===== src/rtl/seq_divider_4bit_if.sv =====
// Handshake and data bundle for the 4-bit sequential divider.
//   start        : request to begin a division (requester -> divider)
//   dividend     : 4-bit unsigned dividend     (requester -> divider)
//   divisor      : 4-bit unsigned divisor      (requester -> divider)
//   quotient     : 4-bit unsigned quotient     (divider -> requester)
//   remainder    : 4-bit unsigned remainder    (divider -> requester)
//   busy         : division in progress        (divider -> requester)
//   done         : one-cycle result-valid pulse (divider -> requester)
//   div_by_zero  : sampled divisor was zero, valid with done
// master = requester side, slave = divider side.
interface seq_divider_4bit_if;
    logic       start;
    logic [3:0] dividend;
    logic [3:0] divisor;
    logic [3:0] quotient;
    logic [3:0] remainder;
    logic       busy;
    logic       done;
    logic       div_by_zero;

    modport master (
        output start, dividend, divisor,
        input  quotient, remainder, busy, done, div_by_zero
    );

    modport slave (
        input  start, dividend, divisor,
        output quotient, remainder, busy, done, div_by_zero
    );
endinterface


===== src/rtl/seq_divider_4bit.sv =====
// 4-bit unsigned restoring divider, one quotient bit per clock.
// Ports:
//   clk    : rising-edge clock
//   rst_n  : asynchronous active-low reset
//   bus    : seq_divider_4bit_if.slave (start/dividend/divisor in,
//            quotient/remainder/busy/done/div_by_zero out, all registered)
// Flow: IDLE accepts start and latches operands; RUN performs four
// restoring steps; DONE pulses done for one cycle and returns to IDLE.
// A zero divisor skips RUN and reports quotient=15, remainder=dividend.
module seq_divider_4bit (
    input  logic                  clk,
    input  logic                  rst_n,
    seq_divider_4bit_if.slave     bus
);

    typedef enum logic [1:0] {
        ST_IDLE = 2'd0,
        ST_RUN  = 2'd1,
        ST_DONE = 2'd2
    } state_t;

    state_t     state_r;
    logic [3:0] divisor_r;
    // Partial remainder is kept in 4 bits: after each restoring step it is
    // always below the divisor, so the fifth bit only exists transiently
    // in shift_s.
    logic [3:0] rem_r;
    logic [3:0] q_r;
    logic [1:0] cnt_r;
    logic [3:0] quotient_r;
    logic [3:0] remainder_r;
    logic       busy_r;
    logic       done_r;
    logic       dbz_r;

    logic [4:0] shift_s;
    logic [3:0] rem_next_s;
    logic [3:0] q_next_s;

    // One restoring step: shift the next dividend bit into R, subtract if it fits.
    always_comb begin
        shift_s    = {rem_r, q_r[3]};
        rem_next_s = shift_s[3:0];
        q_next_s   = {q_r[2:0], 1'b0};
        if (shift_s >= {1'b0, divisor_r}) begin
            // True difference is below 16, so modulo-16 subtraction is exact.
            rem_next_s = shift_s[3:0] - divisor_r;
            q_next_s   = {q_r[2:0], 1'b1};
        end else begin
            rem_next_s = shift_s[3:0];
            q_next_s   = {q_r[2:0], 1'b0};
        end
    end

    // Control FSM with datapath registers and registered outputs.
    always_ff @(posedge clk or negedge rst_n) begin
        if (!rst_n) begin
            state_r     <= ST_IDLE;
            divisor_r   <= 4'd0;
            rem_r       <= 4'd0;
            q_r         <= 4'd0;
            cnt_r       <= 2'd0;
            quotient_r  <= 4'd0;
            remainder_r <= 4'd0;
            busy_r      <= 1'b0;
            done_r      <= 1'b0;
            dbz_r       <= 1'b0;
        end else begin
            case (state_r)
                ST_IDLE: begin
                    busy_r <= 1'b0;
                    done_r <= 1'b0;
                    if (bus.start) begin
                        if (bus.divisor == 4'd0) begin
                            quotient_r  <= 4'hF;
                            remainder_r <= bus.dividend;
                            dbz_r       <= 1'b1;
                            done_r      <= 1'b1;
                            state_r     <= ST_DONE;
                        end else begin
                            divisor_r <= bus.divisor;
                            q_r       <= bus.dividend;
                            rem_r     <= 4'd0;
                            cnt_r     <= 2'd0;
                            busy_r    <= 1'b1;
                            state_r   <= ST_RUN;
                        end
                    end else begin
                        state_r <= ST_IDLE;
                    end
                end
                ST_RUN: begin
                    rem_r <= rem_next_s;
                    q_r   <= q_next_s;
                    if (cnt_r == 2'd3) begin
                        quotient_r  <= q_next_s;
                        remainder_r <= rem_next_s;
                        dbz_r       <= 1'b0;
                        busy_r      <= 1'b0;
                        done_r      <= 1'b1;
                        state_r     <= ST_DONE;
                    end else begin
                        cnt_r   <= cnt_r + 2'd1;
                        state_r <= ST_RUN;
                    end
                end
                ST_DONE: begin
                    // start is ignored here; always return to IDLE.
                    busy_r  <= 1'b0;
                    done_r  <= 1'b0;
                    state_r <= ST_IDLE;
                end
                default: begin
                    busy_r  <= 1'b0;
                    done_r  <= 1'b0;
                    state_r <= ST_IDLE;
                end
            endcase
        end
    end

    assign bus.quotient    = quotient_r;
    assign bus.remainder   = remainder_r;
    assign bus.busy        = busy_r;
    assign bus.done        = done_r;
    assign bus.div_by_zero = dbz_r;

endmodule

===== src/flat_wrapper.sv =====
// flat-port wrapper written by rule: the top's interface ports become plain ports
module seq_divider_4bit_flat 
  (clk, rst_n, bus_start, bus_dividend, bus_divisor, bus_quotient, bus_remainder, bus_busy, bus_done, bus_div_by_zero);
  seq_divider_4bit_if bus_i ();
  input  logic clk;
  input  logic rst_n;
  input wire logic [$bits(bus_i.start)-1:0] bus_start;
  input wire logic [$bits(bus_i.dividend)-1:0] bus_dividend;
  input wire logic [$bits(bus_i.divisor)-1:0] bus_divisor;
  output wire logic [$bits(bus_i.quotient)-1:0] bus_quotient;
  output wire logic [$bits(bus_i.remainder)-1:0] bus_remainder;
  output wire logic [$bits(bus_i.busy)-1:0] bus_busy;
  output wire logic [$bits(bus_i.done)-1:0] bus_done;
  output wire logic [$bits(bus_i.div_by_zero)-1:0] bus_div_by_zero;
  assign bus_i.start = bus_start;
  assign bus_i.dividend = bus_dividend;
  assign bus_i.divisor = bus_divisor;
  assign bus_quotient = bus_i.quotient;
  assign bus_remainder = bus_i.remainder;
  assign bus_busy = bus_i.busy;
  assign bus_done = bus_i.done;
  assign bus_div_by_zero = bus_i.div_by_zero;
  seq_divider_4bit u_core (.clk(clk), .rst_n(rst_n), .bus(bus_i));
endmodule

===== config.mk =====
export PLATFORM = sky130hd
export DESIGN_NAME = seq_divider_4bit_flat
export DESIGN_NICKNAME = d
export VERILOG_FILES = /design/src/rtl/seq_divider_4bit_if.sv /design/src/rtl/seq_divider_4bit.sv /design/src/flat_wrapper.sv
export SDC_FILE = /design/constraint.sdc
export NUM_CORES = 1
export LEC_CHECK = 0
export ABC_AREA = 0
export BUFFER_PORTS_ARGS = -buffer_cell sky130_fd_sc_hd__clkbuf_2
export CAP_MARGIN = 30
export CORE_MARGIN = 2
export CORE_UTILIZATION = 35
export CTS_CLUSTER_SIZE = 12
export DETAILED_ROUTE_END_ITERATION = 6
export PLACE_DENSITY = 0.62
export SKIP_CTS_REPAIR_TIMING = 1
export SLEW_MARGIN = 20
export SYNTH_ARGS = -nofsm -noshare
export SYNTH_HDL_FRONTEND = slang
export SYNTH_SLANG_ARGS = --single-unit

===== constraint.sdc =====
create_clock -name clk -period 5.7 [get_ports clk]
set_clock_uncertainty 0.2 [all_clocks]
set_input_delay 1.14 -clock clk [delete_from_list [all_inputs] [get_ports clk]]
set_output_delay 1.14 -clock clk [all_outputs]
set_load 0.01 [all_outputs]

======== After elaboration in Yosys (flattened, before gate mapping) ========
Index checks and enable logic that the tools add are counted.
W data, S select, Z words.
word-level totals
  register bits after elaboration ......... 27
  input port bits ......................... 11
  output and inout port bits .............. 11
  logic and storage cells ................. 63
operators by class
  add/subtract/negate cells ............... 2
  order comparisons ....................... 1
  equality and inequality tests ........... 7
  muxes and demuxes ....................... 35
  bitwise gates (word level) .............. 1
  reduce and logical (&&, ||, !) cells .... 7
operators by type and width
  cell                   count
  $mux W4                11
  $pmux W4 S2            4
  $mux W2                6
  $mux W1                9
  $pmux W2 S2            2
  $reduce_and A4 Y1      2
  $ne A2 B2 Y1 const B   3
  $pmux W1 S2            3
  $reduce_and A3 Y1      2
  $ge A5 B4 Y1           1
  $logic_not A4 Y1       1
  $ne A2 B1 Y1 const B   2
  $sub A4 B4 Y4          1
  $add A2 B1 Y2 const B  1
  $eq A2 B1 Y1 const B   1
  $eq A2 B2 Y1 const B   1
  $logic_not A2 Y1       1
  $reduce_bool A2 Y1     1
  $not A1 Y1             1

======== Depth between registers and ports, before layout ========
  depth after elaboration ................. 4
  gate-level depth with buffers ........... 8
  mapped depth without buffers ............ 8

======== Least setup slack after synthesis ========
No wires, ideal clock.
  path type ............................... input-to-reg
  start point ............................. in bus_divisor[1]
  end point ............................... reg u_core.remainder_r[0] (netlist: u_core.bus.remainder[0])
  library setup time ...................... 0.126 ns
  arrival ................................. 2.129 ns
  data required time ...................... 5.374 ns
  setup slack ............................. 3.245 ns
  stages .................................. 5
  path buffers ............................ 0
  cell sequence ........................... nor4_2 nand3b_1 a21oi_2 nand2_1 o32a_1
on the way
  cells in the longest elaborated chain, start to end .. 3
ends and longest elaborated chain
  item                         RTL line                RTL
  from (decl)                  flat_wrapper.sv:9       input wire logic [$bits(bus_i.divisor)-1:0] bus_divisor;
  $logic_not A4 Y1             seq_divider_4bit.sv:74  if (bus.divisor == 4'd0) begin
  $ne A2 B1 Y1 (no line)       n/a
  $reduce_and A4 Y1 (no line)  n/a
  to (signal assigned)         seq_divider_4bit.sv:76  remainder_r <= bus.dividend;
  to (signal assigned)         seq_divider_4bit.sv:97  remainder_r <= rem_next_s;
  to (decl)                    seq_divider_4bit.sv:31  logic [3:0] remainder_r;
No other way between the ends.
A chain may end at the register's enable or synchronous reset.

======== Final worst setup path ========
Same ends and word-level chain as after synthesis.

==> flow_summary_export.csv <==
group,metric,value,unit
detailed_routing,firstDrtPassIters,4,
grt,antenna_found_initial,0,
critical_path,r2r-end,"u_core.bus.remainder[1]",
critical_path,r2r-start,"u_core.rem_r[0]",
layout,fin_nets,173,
die,rows,22,
pwr,combPwrFrac,0.508,
die,die_w,65.2,µm
pwr,power_density,620,mW/mm²
die,initial_core_util,0.361,
detailed_routing,via_per_inst,5.05,
synthesis,syn_inst,133,
cts,ctsLongestPathBuffers,2,
grt,grt_start_max_net_pins,28,
synthesis,synth_top_area_cell,"dfrtp_1",
placed_design,gp_congestion,0.753,
synthesis,synth-edff-count,0,
die,die_area,0.00426,mm²
detailed_routing,drt-total-wl,2700,µm
pwr,swShare,0.421,
critical_path,cp-startpoint,"bus_divisor[1]",
placed_design,dp_slack,2.69,ns
critical_path,crit_path_max_fanout,15,
sta,slew_violations,0,
cts,clockRootBuffer,"clkbuf_8",
synthesis,syn_nets,150,
cts,clk_pin_slew,0.09,ns
critical_path,arrival,2.67,ns
critical_path,r2r_slack,3.43,ns
synthesis,synth_ff_type,"dfrtp_1",
sta,clock.fmax,0.369,GHz
sta,setup_viol,0,
synthesis,synth_top_cell_area_share,0.515,
pwr,ir_drop,258,µV
detailed_routing,drtIter0Drc,51,
cts,cts_tree,"built",
detailed_routing,drc,0,
cts,cts_max_level,1,
sta,finalCritPeriodShare,0.476,
cts,cts_inserted_buffers,3,
cts,clkLatencyLatePin,0.27,ns
run_status,status,"finished clean",
detailed_routing,num_vias,1026,
critical_path,crit_path_start_kind,"primary input",
min_path,min_path_type,"register to register",
pwr,leakage,0.000712,µW
synthesis,synth_cell_type_count,35,
synthesis,ys_ff_latch,27,
sta,fin_setup_tns,0,ns
min_path,hp-start,"u_core.bus.done",
critical_path,rr_worst_depth,6,
sta,finalCriticalPeriod,2.71,ns
critical_path,crit_type,"primary input to register",
die,core,0.00363,mm²
synthesis,synth_area_leaders,"dfrtp_1, nand2_1, ha_1, nor2_1, a31oi_1",
cts,cts.sinks,27,
grt,grt_first_pass_wirelength,4740,µm
placed_design,port_buffers,21,
layout,diodes,0,
layout,drive_above_1_share,0.187,
critical_path,critPathCaptureType,"register",
layout,syn_to_final_growth,14.2,%
run,drv_cap,0,
grt,grt_pass1_vias,1032,
detailed_routing,wl_per_cell,13.3,µm
pwr,intPower,538,µW
synthesis,yosysWarnings,0,
grt,grt.total_usage,0.141,
sta,rsz0062_at_grt,"no",
pwr,power.switching,391,µW
sta,hold_violations,0,
die,io_pins,22,
pwr,power_frac_clock,0.113,
synthesis,syn_area,0.00131,mm²
pwr,p_seq_frac,0.379,
placed_design,dpl.hpwl,2070,µm
synthesis,yosysSeqAreaShare,0.515,
critical_path,worstPathRequired,5.66,ns
sta,slew_headroom,0.497,
grt,gr-total-overflow,0,
synthesis,syn_area_per_cell,9.87,µm²
synthesis,ys_async_sr_fraction,1.00,
sta,worst_slack,2.99,ns
sta,tightestPinTransition,0.753,ns
die,die-height,65.2,µm
detailed_routing,antenna_left,0,
critical_path,endpoint,"u_core.bus.remainder[0]",
==> power groups by stage <==
stage | logic (µW) | clock network (µW) | registers [µW]
finish | 473 | 105 | 352
CTS | 477 | 110 | 352
global placement | 459 | 0 | 351
detailed placement | 475 | 0 | 356
floorplan | 345 | 0 | 356
global route | 538 | 120 | 364
==> layout make-up <==
class,count,area (µm²)
Inverter,7,26.3
Clock buffer,4,45.0
Sequential cell,27,676
Timing Repair Buffer,21,105
Multi-Input combinational cell,96,587
Fill cell,382,2130
Tap cell,48,60.1
==> Yosys cell counts (all sizes together), types with 2 or more instances <==
cell,count
nor2b,2
mux2i,2
inv,7
nor4,2
nor2,11
dfrtp,27
a22o,2
a21oi,3
buf,3
o22a,4
a31oi,6
nor3,2
nand2,34
o21ai,6
ha,5
a21o,2
==> critical path, cell delays in order <==
cell and delay, ns:
clkbuf_2 0.11, nor4_2 0.33, nand3b_1 0.14, a21oi_2 0.54, nand2_1 0.11, o32a_1 0.30
==> per-stage QoR <==
step | instances | total power, µW | hold WS (ns) | area (µm²) | util
floorplan | 133 | 701 | 0.246 | 1310 | -
CTS | 203 | 939 | 0.293 | 1500 | 0.413
detailed placement | 199 | 830 | 0.270 | 1450 | 0.400
global placement | 199 | 810 | 0.266 | 1450 | 0.400
global route | 203 | 1020 | 0.308 | 1500 | 0.413
finish | 203 | 929 | 0.287 | 1500 | 0.413
==> per-layer routing <==
layer | vias to the layer above | global-route usage | share of wire
met1 | 489 | 0.188 | 0.46
met4 | 0 | 0.0365 | 0.010
met5 | - | 0 | 0
met2 | 26 | 0.230 | 0.47
met3 | 5 | 0.0342 | 0.051
li1 | 506 | - | -
==> sequential cells by signal, indices dropped and copies added (netlist names) <==
register	count
u_core.bus.quotient	4
u_core.bus.remainder	4
u_core.divisor_r	4
u_core.q_r	4
u_core.rem_r	4
u_core.cnt_r	2
u_core.state_r	2
u_core.bus.busy	1
u_core.bus.div_by_zero	1
u_core.bus.done	1
==> kinds of logic after synthesis <==
kind of cell	after synthesis	share of synthesized area
flip-flops	27	0.515
buffers and inverters	10	0.0381
multiplexers	3	0.0238
AND/OR/NAND/NOR	58	0.201
XOR/XNOR	1	0.00667
AO/OA/AOI/OAI	28	0.153
adder cells (fa/ha/maj)	6	0.0629
==> how the worst min path moves through the flow <==
stage	endpoint	slack, ns	depth (start not counted)
4_1_cts	u_core.bus.busy	0.29	2
6_report	u_core.bus.done	0.29	1
3_3_place_gp	u_core.bus.busy	0.27	2
5_1_grt	u_core.bus.done	0.31	1
2_1_floorplan	u_core.divisor_r[1]	0.25	2
3_5_place_dp	u_core.bus.busy	0.27	2
==> cells in the final DEF, fill, tap and decap left out, drive strengths merged, types with 3 or more instances in the layout <==
master and instances:
clkbuf 25, ha 5, a21oi 3, a31oi 6
o21ai 6, inv 7, nor2 11, o22a 4
dfrtp 27, nand2 34
No activity file was read; power rests on OpenSTA's default activity.
